==> src/rtl/logic_gate_pkg.sv <==
// Shared definitions for the debounced logic gate: operation encoding and
// the reduction function that turns a vector of clean inputs into one bit.
// Pure combinational helpers only; no ports.
package logic_gate_pkg;

  localparam int OP_W   = 3;
  // Widest input vector the reduction function accepts.
  localparam int MAX_IN = 8;

  localparam logic [OP_W-1:0] OP_OR   = 3'd0;
  localparam logic [OP_W-1:0] OP_AND  = 3'd1;
  localparam logic [OP_W-1:0] OP_XOR  = 3'd2;
  localparam logic [OP_W-1:0] OP_NOR  = 3'd3;
  localparam logic [OP_W-1:0] OP_NAND = 3'd4;
  localparam logic [OP_W-1:0] OP_XNOR = 3'd5;

  // Reduce the low n bits of vec with the selected operation. Bits at and
  // above n are ignored so that a zero-padded vector works for AND/NAND too.
  // Codes 6 and 7 are reserved and fall back to OR.
  function automatic logic gate_reduce(input logic [OP_W-1:0]   op,
                                       input logic [MAX_IN-1:0] vec,
                                       input int                n);
    logic r_or;
    logic r_and;
    logic r_xor;
    logic res;
    r_or  = 1'b0;
    r_and = 1'b1;
    r_xor = 1'b0;
    for (int i = 0; i < MAX_IN; i++) begin
      if (i < n) begin
        r_or  = r_or | vec[i];
        r_and = r_and & vec[i];
        r_xor = r_xor ^ vec[i];
      end
    end
    case (op)
      OP_AND:  res = r_and;
      OP_XOR:  res = r_xor;
      OP_NOR:  res = ~r_or;
      OP_NAND: res = ~r_and;
      OP_XNOR: res = ~r_xor;
      default: res = r_or;
    endcase
    return res;
  endfunction

endpackage

==> src/rtl/input_debouncer.sv <==
// One input channel: 2-flop synchroniser, stability counter, clean level flop.
// Latency: a stable raw change reaches clean on edge DEB_CYCLES+2; no backpressure.
// Ports: clk, rst_n (async active-low), raw (async input), clean (debounced level).
module input_debouncer #(
  parameter int DEB_CYCLES = 240000
) (
  input  logic clk,
  input  logic rst_n,
  input  logic raw,
  output logic clean
);

  localparam int              CNT_W   = $clog2(DEB_CYCLES + 1);
  localparam logic [CNT_W-1:0] CNT_MAX = CNT_W'(DEB_CYCLES - 1);

  logic             sync_q1;
  logic             sync_q2;
  logic             clean_q;
  logic             clean_d;
  logic [CNT_W-1:0] cnt_q;
  logic [CNT_W-1:0] cnt_d;

  // The counter measures how many consecutive edges the synchronised level
  // has disagreed with clean. Any agreement restarts it, which is what
  // rejects glitches shorter than DEB_CYCLES. It saturates at CNT_MAX by
  // construction since reaching it always accepts and clears.
  always_comb begin
    clean_d = clean_q;
    cnt_d   = cnt_q;
    if (sync_q2 == clean_q) begin
      cnt_d = '0;
    end else if (cnt_q == CNT_MAX) begin
      clean_d = sync_q2;
      cnt_d   = '0;
    end else begin
      cnt_d = cnt_q + CNT_W'(1);
    end
  end

  always_ff @(posedge clk or negedge rst_n) begin
    if (!rst_n) begin
      sync_q1 <= 1'b0;
      sync_q2 <= 1'b0;
      clean_q <= 1'b0;
      cnt_q   <= '0;
    end else begin
      sync_q1 <= raw;
      sync_q2 <= sync_q1;
      clean_q <= clean_d;
      cnt_q   <= cnt_d;
    end
  end

  assign clean = clean_q;

endmodule

==> src/rtl/debounced_logic_gate.sv <==
// Registered N-input logic gate fed by per-channel debouncers (board buttons/switches).
// Latency: raw change -> out0 on edge DEB_CYCLES+3; op change -> out0 next edge; no backpressure.
// Ports: clk, rst_n, in_raw[N_IN], op[3] -> in_clean[N_IN], out0, out_changed (1-cycle pulse).
module debounced_logic_gate
  import logic_gate_pkg::*;
#(
  parameter int N_IN       = 2,       // 2..8
  parameter int DEB_CYCLES = 240000   // >= 1
) (
  input  logic            clk,
  input  logic            rst_n,
  input  logic [N_IN-1:0] in_raw,
  input  logic [OP_W-1:0] op,
  output logic [N_IN-1:0] in_clean,
  output logic            out0,
  output logic            out_changed
);

  logic [MAX_IN-1:0] vec_pad;
  logic              out0_d;
  logic              out0_q;
  logic              out_changed_q;

  for (genvar g = 0; g < N_IN; g++) begin : g_ch
    input_debouncer #(
      .DEB_CYCLES(DEB_CYCLES)
    ) u_deb (
      .clk  (clk),
      .rst_n(rst_n),
      .raw  (in_raw[g]),
      .clean(in_clean[g])
    );
  end

  // Zero-pad to the function's fixed width; the function masks off the pad.
  always_comb begin
    vec_pad           = '0;
    vec_pad[N_IN-1:0] = in_clean;
  end

  assign out0_d = gate_reduce(op, vec_pad, N_IN);

  always_ff @(posedge clk or negedge rst_n) begin
    if (!rst_n) begin
      out0_q        <= 1'b0;
      out_changed_q <= 1'b0;
    end else begin
      out0_q        <= out0_d;
      out_changed_q <= (out0_d != out0_q);
    end
  end

  assign out0        = out0_q;
  assign out_changed = out_changed_q;

endmodule

==> config.mk <==
export PLATFORM = sky130hd
export DESIGN_NAME = debounced_logic_gate
export DESIGN_NICKNAME = d
export VERILOG_FILES = /design/src/rtl/logic_gate_pkg.sv /design/src/rtl/input_debouncer.sv /design/src/rtl/debounced_logic_gate.sv
export SDC_FILE = /design/constraint.sdc
export NUM_CORES = 1
export LEC_CHECK = 0
export ABC_CLOCK_PERIOD_IN_PS = 3300
export CORE_ASPECT_RATIO = 0.5
export CORE_MARGIN = 3
export CORE_UTILIZATION = 30
export CTS_CLUSTER_DIAMETER = 50
export DETAILED_ROUTE_END_ITERATION = 6
export DONT_BUFFER_PORTS = 1
export GPL_TIMING_DRIVEN = 0
export PLACE_DENSITY = 0.41
export SETUP_SLACK_MARGIN = 0.5
export SYNTH_ARGS = -nofsm -noshare
export SYNTH_HDL_FRONTEND = slang
export SYNTH_SLANG_ARGS = --single-unit
==> constraint.sdc <==
create_clock -name clk -period 3.3 [get_ports clk]
set_input_delay 0.825 -clock clk [delete_from_list [all_inputs] [get_ports clk]]
set_output_delay 0.825 -clock clk [all_outputs]
set_load 0.01 [all_outputs]
==> summary.md, run 1 <==
| Metric | Value |
|---|---|
| Die Span Y | `~67 um` |
| Design area | `2530 um2` |
| CP endpoint | `g_ch[0].u_deb.cnt_q[12]$_DFF_PN0_` |
| Ys flop type | `dfrtp_1` |
| Syn. warnings | `0` |
| R2R Setup Slk | `between 1 and 1.5 ns` |
| Gr usage total | `11.9%` |
| Final Hold Viols | `0` |
| Post-Synth Adder-Cell Area | `about 2.2%` |
| Met3 wire len | `approximately 150 um` |
| Yosys reg bits | `between 40 and 50` |
| Num rows | `21` |
| DRT iter0 DRCs | `63` |
| Max-cap violation count | `0` |
| Critical path startpoint category | `register` |
| Layout overhead on the synthesized area | `13.5%` |
| H-tree Lvls | `2` |
| Post-synthesis simple-gate area fraction | `between 20% and 30%` |
| Pwr Density | `484 nW/um2` |
| CTS tree | `yes` |
| Routed WL per cell | `roughly 14 um` |
| Syn Area/Cell | `just under 10 um2` |
| Final min period | `between 2 and 2.5 ns` |
| First-pass GRT wire length | `between 7000 and 8000 um` |
| Worst Clk Skew | `~0.0050 ns` |
| Port Buffers | `0` |
| Area fraction in compound gates after synthesis | `under 10%` |
| Die area | `8570 um2` |
| Vias/cell | `about 4.9` |
| Worst Path Required | `3.47 ns` |
| # diodes | `0` |
| Number of global-route vias before repair | `approximately 1600` |
| Drt total wl | `4420 um` |
| Filler cell count | `714` |
| Library cells used by synthesis | `37` |
| M1 WL | `between 2000 and 2500 um` |
| R2r worst-path depth | `7` |
| CTS root buf | `clkbuf_16` |
| Unrepaired setup endpoints after global routing | `no` |
| Final core occ | `between 30% and 40%` |
| Clock-pin slew on the worst setup and hold paths | `around 0.06 ns` |
| I/O pin count | `11` |
| CTS Hold Bufs | `0` |
| Clock buffers created by TritonCTS | `5` |
| Max-slew violation count | `0` |
| Layout Cells excl Fill | `327` |
| Syn Std Cell Area | `2230 um2` |
| Crit-path max FO | `10` |
| Final setup slack of the worst path | `1.11 ns` |
| Post-cts sizing count | `0` |
| Core Area | `a little under 7000 um2` |
| Placed cells | `between 300 and 400` |
| Clock tree buffer depth | `2` |
| Async SR Flop Fraction | `100%` |
| Residual DRC | `0` |
| Status | `finished clean` |
| GR Overflow Total | `0` |
| Post-synthesis sequential area ratio | `between 40% and 50%` |
| Largest family of logic cells by synthesized area | `simple AND/OR/NAND/NOR gates` |
| Worst vdd ir | `roughly 0.18 mV` |
| Leakage | `about 1 nW` |
| Top sig layer | `met4` |
| Via Count | `1604` |
| Fin crit share | `about two thirds` |
| Met2 wire len | `slightly below 2000 um` |
| Post-Syn Instances | `roughly 230` |
| EDFF count, synth | `0` |
| Placer Congestion | `0.803` |
| FMAX | `0.457 GHz` |
| NumNets Final | `246` |
| DRT Pass-1 Iters | `4` |
| Setup Buffers After CTS | `0` |
| Worst R2R Start | `g_ch[0].u_deb.cnt_q[0]$_DFF_PN0_` |
| R2r endpoint | `g_ch[0].u_deb.cnt_q[12]$_DFF_PN0_` |
| Finish-stage setup viols | `0` |
| Fraction of synthesized area in multiplexers | `under 10%` |
| Worst Path Arrival | `2.36 ns` |
| Crit path kind | `register to register` |
| Clock sink count | `44` |
| Relative slew slack | `a little over half` |
| Dpl cell area | `roughly 2300 um2` |
| DP Wirelength | `3080 um` |
| Clk Latency, worst-skew pair | `between 0.2 and 0.3 ns` |
| Routed Antenna Nets | `0` |
| Worst Tran Pin Value | `roughly 0.7 ns` |
| Initial Util | `32.2%` |
| Crit path capture type | `register` |
| XOR/XNOR Fraction of Synth Area | `a little under an eighth` |
| Ratio of cells with drive above 1 in the final layout | `between 8 and 9%` |
| Largest net degree at the start of global routing | `45` |
| Sum Neg Setup Slack | `0 ns` |
| Mapped Nets | `between 200 and 250` |
| HP Class | `primary input to async pin` |
| Initial antenna violation count | `0` |
| Die width | `approximately 130 um` |
| Critical path origin | `g_ch[0].u_deb.cnt_q[0]$_DFF_PN0_` |
| Placement Setup Slack | `~1.1 ns` |
==> cells in the final DEF (no fill, tap or decap), types with 3 or more instances in the layout <==
| master | synthesis | layout |
|---|---|---|
| a21oi_1 | 6 | 6 |
| clkbuf_1 | 3 | 3 |
| clkbuf_16 | 0 | 5 |
| dfrtp_1 | 44 | 44 |
| ha_1 | 4 | 4 |
| inv_1 | 10 | 10 |
| mux2_2 | 4 | 4 |
| nand2_1 | 11 | 11 |
| nand3_1 | 17 | 17 |
| nand4_1 | 9 | 9 |
| nor2_1 | 38 | 38 |
| nor3_1 | 9 | 9 |
| nor4_1 | 11 | 11 |
| nor4b_1 | 3 | 3 |
| xnor2_1 | 22 | 22 |
| xor2_1 | 7 | 7 |
==> worst min path at each step <==
stage	startpoint	end	slack, ns
floorplan	g_ch[0].u_deb.sync_q1$_DFF_PN0_	g_ch[0].u_deb.sync_q2$_DFF_PN0_	0.33
global placement	g_ch[1].u_deb.sync_q1$_DFF_PN0_	g_ch[1].u_deb.sync_q2$_DFF_PN0_	0.34
detailed placement	g_ch[0].u_deb.sync_q1$_DFF_PN0_	g_ch[0].u_deb.sync_q2$_DFF_PN0_	0.34
CTS	rst_n	g_ch[1].u_deb.cnt_q[14]$_DFF_PN0_	0.22
global route	rst_n	g_ch[1].u_deb.clean$_DFFE_PN0P_	0.21
finish	rst_n	g_ch[0].u_deb.cnt_q[14]$_DFF_PN0_	0.23
==> report_power, final <==
part	switching (mW)	internal, mW	leakage (nW)
sequential	0.0104	0.550	0.597
combinational	0.0178	0.0132	0.309
clock	0.205	0.429	0.0899
total	0.233	0.993	0.996
==> flip-flops by register name (all words and copies together) (netlist names) <==
name / flops
out_changed: 1
g_ch.u_deb.sync_q1: 2
g_ch.u_deb.cnt_q: 36
g_ch.u_deb.sync_q2: 2
out0: 1
g_ch.u_deb.clean: 2
==> through the flow <==
stage	hold WS [ns]	total power [mW]
2_1_floorplan	0.331	0.594
3_3_place_gp	0.336	0.601
3_5_place_dp	0.339	0.602
4_1_cts	0.219	1.25
5_1_grt	0.215	1.28
6_report	0.232	1.23
==> Yosys cell counts, types with 4 or more instances <==
| library cell | instances | share of area, % |
|---|---|---|
| nand3_1 | 17 | 3.8 |
| a21oi_1 | 6 | 1.3 |
| mux2_2 | 4 | 2.0 |
| ha_1 | 4 | 2.2 |
| nand2_1 | 11 | 1.9 |
| inv_1 | 10 | 1.7 |
| dfrtp_1 | 44 | 49 |
| nor4_1 | 11 | 3.1 |
| nor3_1 | 9 | 2.0 |
| xnor2_1 | 22 | 8.6 |
| nand4_1 | 9 | 2.5 |
| xor2_1 | 7 | 2.7 |
| nor2_1 | 38 | 6.4 |
==> cells by family after synthesis <==
family          Yosys count
mux                       5
compound gates           17
fa+ha+maj                 4
simple gates            112
xor+xnor                 29
buf+inv                  17
flops                    44
==> area by class of cell <==
| class | instances | area (um2) | area share, % |
|---|---|---|---|
| Tap cell | 92 | 115 | 4.55 |
| Clock buffer | 5 | 125 | 4.94 |
| Clock inverter | 2 | 60.1 | 2.37 |
| Multi-Input combinational cell | 167 | 1060 | 41.7 |
| Sequential cell | 44 | 1100 | 43.5 |
| Buffer | 7 | 36.3 | 1.43 |
| Inverter | 10 | 37.5 | 1.48 |
==> per-layer routing <==
metal | vias up | track usage (%)
met5 | - | 0
met4 | 0 | 4.37
met3 | 9 | 3.76
met2 | 15 | 18.9
met1 | 773 | 15.3
li1 | 807 | -
==> worst max-delay path, cell delays in order (launching register included) <==
cell	delay, ns
dfrtp_1	0.40
ha_1	0.20
nand3_1	0.28
nor2_1	0.33
a31o_2	0.20
clkbuf_1	0.29
buf_2	0.29
nor2_1	0.07
No activity file was read; power rests on OpenSTA's default activity.
==> run 2, diff against run 1 <==
--- a/config.mk
+++ b/config.mk
@@ -5,7 +5,7 @@
 export SDC_FILE = /design/constraint.sdc
 export NUM_CORES = 1
 export LEC_CHECK = 0
-export ABC_CLOCK_PERIOD_IN_PS = 3300
+export ABC_CLOCK_PERIOD_IN_PS = 1800
 export CORE_ASPECT_RATIO = 0.5
 export CORE_MARGIN = 3
 export CORE_UTILIZATION = 30
@@ -13,7 +13,7 @@
 export DETAILED_ROUTE_END_ITERATION = 6
 export DONT_BUFFER_PORTS = 1
 export GPL_TIMING_DRIVEN = 0
-export PLACE_DENSITY = 0.41
+export PLACE_DENSITY = 0.42
 export SETUP_SLACK_MARGIN = 0.5
 export SYNTH_ARGS = -nofsm -noshare
 export SYNTH_HDL_FRONTEND = slang
==> constraint.sdc (replaced) <==
create_clock -name clk -period 1.8 [get_ports clk]
set_input_delay 0.45 -clock clk [delete_from_list [all_inputs] [get_ports clk]]
set_output_delay 0.45 -clock clk [all_outputs]
set_load 0.01 [all_outputs]
==> run 2 against run 1 <==
  * The flow now finishes with violations (hold timing)
  * First-iteration DRC count grew 29%
  * Utilization grew 12 points
  * Setup slack lost 0.95 ns
  * Critical endpoint is now g_ch[1].u_deb.clean$_DFFE_PN0P_
==> summary.md, run 2 (synthesized netlist as in run 1, its figures left out) <==
| Metric | Value |
|---|---|
| Status | `finished, violations left (was finished clean)` |
| Failing checks | `hold timing` |
| Port Buffers | `0 (unchanged)` |
| Routed Antenna Nets | `0 (unchanged)` |
| Fin crit share | `91.2% (was 66.3%)` |
| Final setup slack of the worst path | `0.158 ns (was 1.11 ns)` |
| Worst Tran Pin Value | `0.518 ns (was 0.682 ns)` |
| Ratio of cells with drive above 1 in the final layout | `49.5% (was 8.51%)` |
| Sw Ratio | `21.2% (was 19.0%)` |
| Max-cap violation count | `0 (unchanged)` |
| Pwr Density | `652 nW/um2 (was 484 nW/um2)` |
| Comb power frac | `6.5% (was 2.5%)` |
| Worst vdd ir | `0.291 mV (was 0.176 mV)` |
| Crit-path cells | `clkbuf_8 -> nor4bb_4 -> nand4_1 -> nor2_2 -> mux2_4 (was ha_1 -> nand3_1 -> nor2_1 -> a31o_2 -> clkbuf_1 -> buf_2 -> nor2_1)` |
| Clk Latency, worst-skew pair | `0.29 ns (about the same)` |
| Worst R2R Start | `g_ch[1].u_deb.cnt_q[9]$_DFF_PN0_ (was g_ch[0].u_deb.cnt_q[0]$_DFF_PN0_)` |
| CTS root buf | `clkbuf_16 (unchanged)` |
| Clock buffers created by TritonCTS | `5 (unchanged)` |
| CP max stage cell | `dfrtp_1 (unchanged)` |
| FMAX | `0.609 GHz (was 0.457 GHz)` |
| Filler cell count | `634 (was 714)` |
| Placed cells | `320 (unchanged)` |
| Min Hold Slack | `-0.149 ns (was 0.232 ns)` |
| Design area | `3390 um2 (was 2530 um2)` |
| Core Area | `6940 um2 (unchanged)` |
| Crit path kind | `register to register (unchanged)` |
| Sequential Power Share | `46.6% (was 45.7%)` |
| Largest net degree at the start of global routing | `45 (unchanged)` |
| Number of global-route vias before repair | `1871 (was 1625)` |
| Leakage | `1.32 nW (was 0.996 nW)` |
| Layout overhead on the synthesized area | `52.2% (was 13.5%)` |
| DRT iter0 DRCs | `81 (was 63)` |
| Unrepaired setup endpoints after global routing | `yes (was no)` |
| Routed WL per cell | `14.6 um (was 13.5 um)` |
| Clock tree buffer depth | `2 (unchanged)` |
| CTS tree | `yes (unchanged)` |
| Final Hold Viols | `44 (was 0)` |
| Biggest register | `g_ch.u_deb.cnt_q (unchanged)` |
| Number of flip-flops in the largest register | `36 (unchanged)` |
| Crit-path max FO | `2 (was 10)` |
| Worst Path Arrival | `1.82 ns (was 2.36 ns)` |
| Vias/cell | `5.00 (was 4.91)` |
| Cell family with the largest share of critical-path delay | `simple AND/OR/NAND/NOR gates (unchanged)` |
| Num rows | `21 (unchanged)` |
| Switching power | `469 uW (was 233 uW)` |
| Worst Path Buf+Inv | `1 (was 2)` |
| Clock sink count | `44 (unchanged)` |
| Initial Util | `32.2% (unchanged)` |
| Critical path origin | `g_ch[1].u_deb.cnt_q[9]$_DFF_PN0_ (was g_ch[0].u_deb.cnt_q[0]$_DFF_PN0_)` |
| Placer Congestion | `0.775 (was 0.803)` |
| Max-slew violation count | `0 (unchanged)` |
| H-tree Lvls | `2 (unchanged)` |
| Die width | `128 um (unchanged)` |
| Drt total wl | `5400 um (was 4420 um)` |
| Placement Setup Slack | `0.0319 ns (was 1.08 ns)` |
| I/O pin count | `11 (unchanged)` |
| Leading cell type in the layout, fill and taps excluded | `dfrtp_1 (unchanged)` |
| Clock power frac | `46.9% (was 51.7%)` |
| Gr usage total | `13.6% (was 11.9%)` |
| Dpl cell area | `2460 um2 (was 2350 um2)` |
| HP Class | `primary input to async pin (unchanged)` |
| GR Overflow Total | `0 (unchanged)` |
| First-pass GRT wire length | `9060 um (was 8000 um)` |
| Worst Clk Skew | `0.00558 ns (was 0.00500 ns)` |
| Clock-pin slew on the worst setup and hold paths | `0.06 ns (about the same)` |
| Via Count | `1854 (was 1604)` |
| Crit path capture type | `register (unchanged)` |
| Cell internal pwr | `1.74 mW (was 993 uW)` |
| Max incr delay on CP | `0.37 ns (was 0.40 ns)` |
| Final min period | `1.64 ns (was 2.19 ns)` |
| DP Wirelength | `3180 um (was 3080 um)` |
| Residual DRC | `0 (unchanged)` |
| Total Power | `2.21 mW (was 1.23 mW)` |
| Layout Cells excl Fill | `371 (was 327)` |
| Critical path startpoint category | `register (unchanged)` |
| DRT Pass-1 Iters | `5 (was 4)` |
| Die area | `8570 um2 (unchanged)` |
| NumNets Final | `289 (was 246)` |
| Worst Path Required | `1.97 ns (was 3.47 ns)` |
| Relative slew slack | `65.2% (was 54.1%)` |
| Finish-stage setup viols | `0 (unchanged)` |
| # diodes | `0 (unchanged)` |
| Most frequent cells in the layout | `dfrtp_1 (35), buf_4 (30), xnor2_1 (20), nor2_2 (20), nand3_1 (13) (was dfrtp_1 (44), nor2_1 (38), xnor2_1 (22))` |
| Die Span Y | `67.0 um (unchanged)` |
| Initial antenna violation count | `0 (unchanged)` |
-- run 2: changes by cell type in the layout (fill, tap and decap cells not counted), moves of 8 or more --
cell     delta
nor2_1     -27
nor2_2     +20
dfrtp_2     +9
nor4_1      -8
dfrtp_1     -9
buf_6      +12
buf_4      +28
-- run 2: per-stage QoR --
stage,utilization (%),hold WS (ns),setup TNS [ns]
3_5_place_dp,35.4,0.156,0
2_1_floorplan,-,0.154,0
4_1_cts,45.7,-0.157,0
5_1_grt,48.9,-0.163,0
6_report,48.9,-0.149,0
3_3_place_gp,35.4,0.156,-0.0609
-- run 2: worst paths after layout --
| path | to | slack (ns) | cells after the start |
|---|---|---|---|
| min | g_ch[1].u_deb.cnt_q[11]$_DFF_PN0_ | -0.15 | 0 |
| max reg2reg | g_ch[1].u_deb.clean$_DFFE_PN0P_ | 0.16 | 5 |
| max | g_ch[1].u_deb.clean$_DFFE_PN0P_ | 0.16 | 5 |
| max in group asynchronous | g_ch[0].u_deb.cnt_q[12]$_DFF_PN0_ | 1.86 | 0 |
| min in group clk | g_ch[1].u_deb.sync_q1$_DFF_PN0_ | 0.18 | 0 |
| min reg2reg | g_ch[0].u_deb.sync_q2$_DFF_PN0_ | 0.35 | 0 |
-- run 2: area by class of cell --
class | instances | area (um2) | share of cell area (%)
Inverter | 10 | 37.5 | 1.11
Timing Repair Buffer | 43 | 418 | 12.3
Buffer | 7 | 78.8 | 2.32
Multi-Input combinational cell | 167 | 1470 | 43.3
Tap cell | 92 | 115 | 3.39
Clock buffer | 6 | 129 | 3.80
Sequential cell | 44 | 1110 | 32.8
Clock inverter | 2 | 35.0 | 1.03
-- run 2: what timing repair did --
item | in CTS | in global routing
pin swaps | 17 | 10
cloned | 2 | 0
endpoints found under the hold margin | 44 | 44
setup buffers | 32 | 9
gates resized for setup | 58 | 38
setup endpoints to repair | 39 | 40
-- run 2: layer usage --
| layer | part of all wire, % | GRT usage [%] | up-vias |
|---|---|---|---|
| li1 | - | - | 900 |
| met1 | 45 | 16.5 | 928 |
| met3 | 3.2 | 3.92 | 7 |
| met4 | 0.98 | 4.37 | 0 |
| met5 | 0 | 0 | - |
| met2 | 51 | 23.6 | 19 |
-- run 2: power groups by stage --
stage	Clock (mW)	Sequential [mW]	Combinational, mW
after floorplan	0	1.05	0.0579
after global placement	0	1.05	0.0697
after detailed placement	0	1.05	0.0710
after CTS	1.07	1.03	0.133
after global routing	1.12	1.03	0.156
final	1.04	1.03	0.144
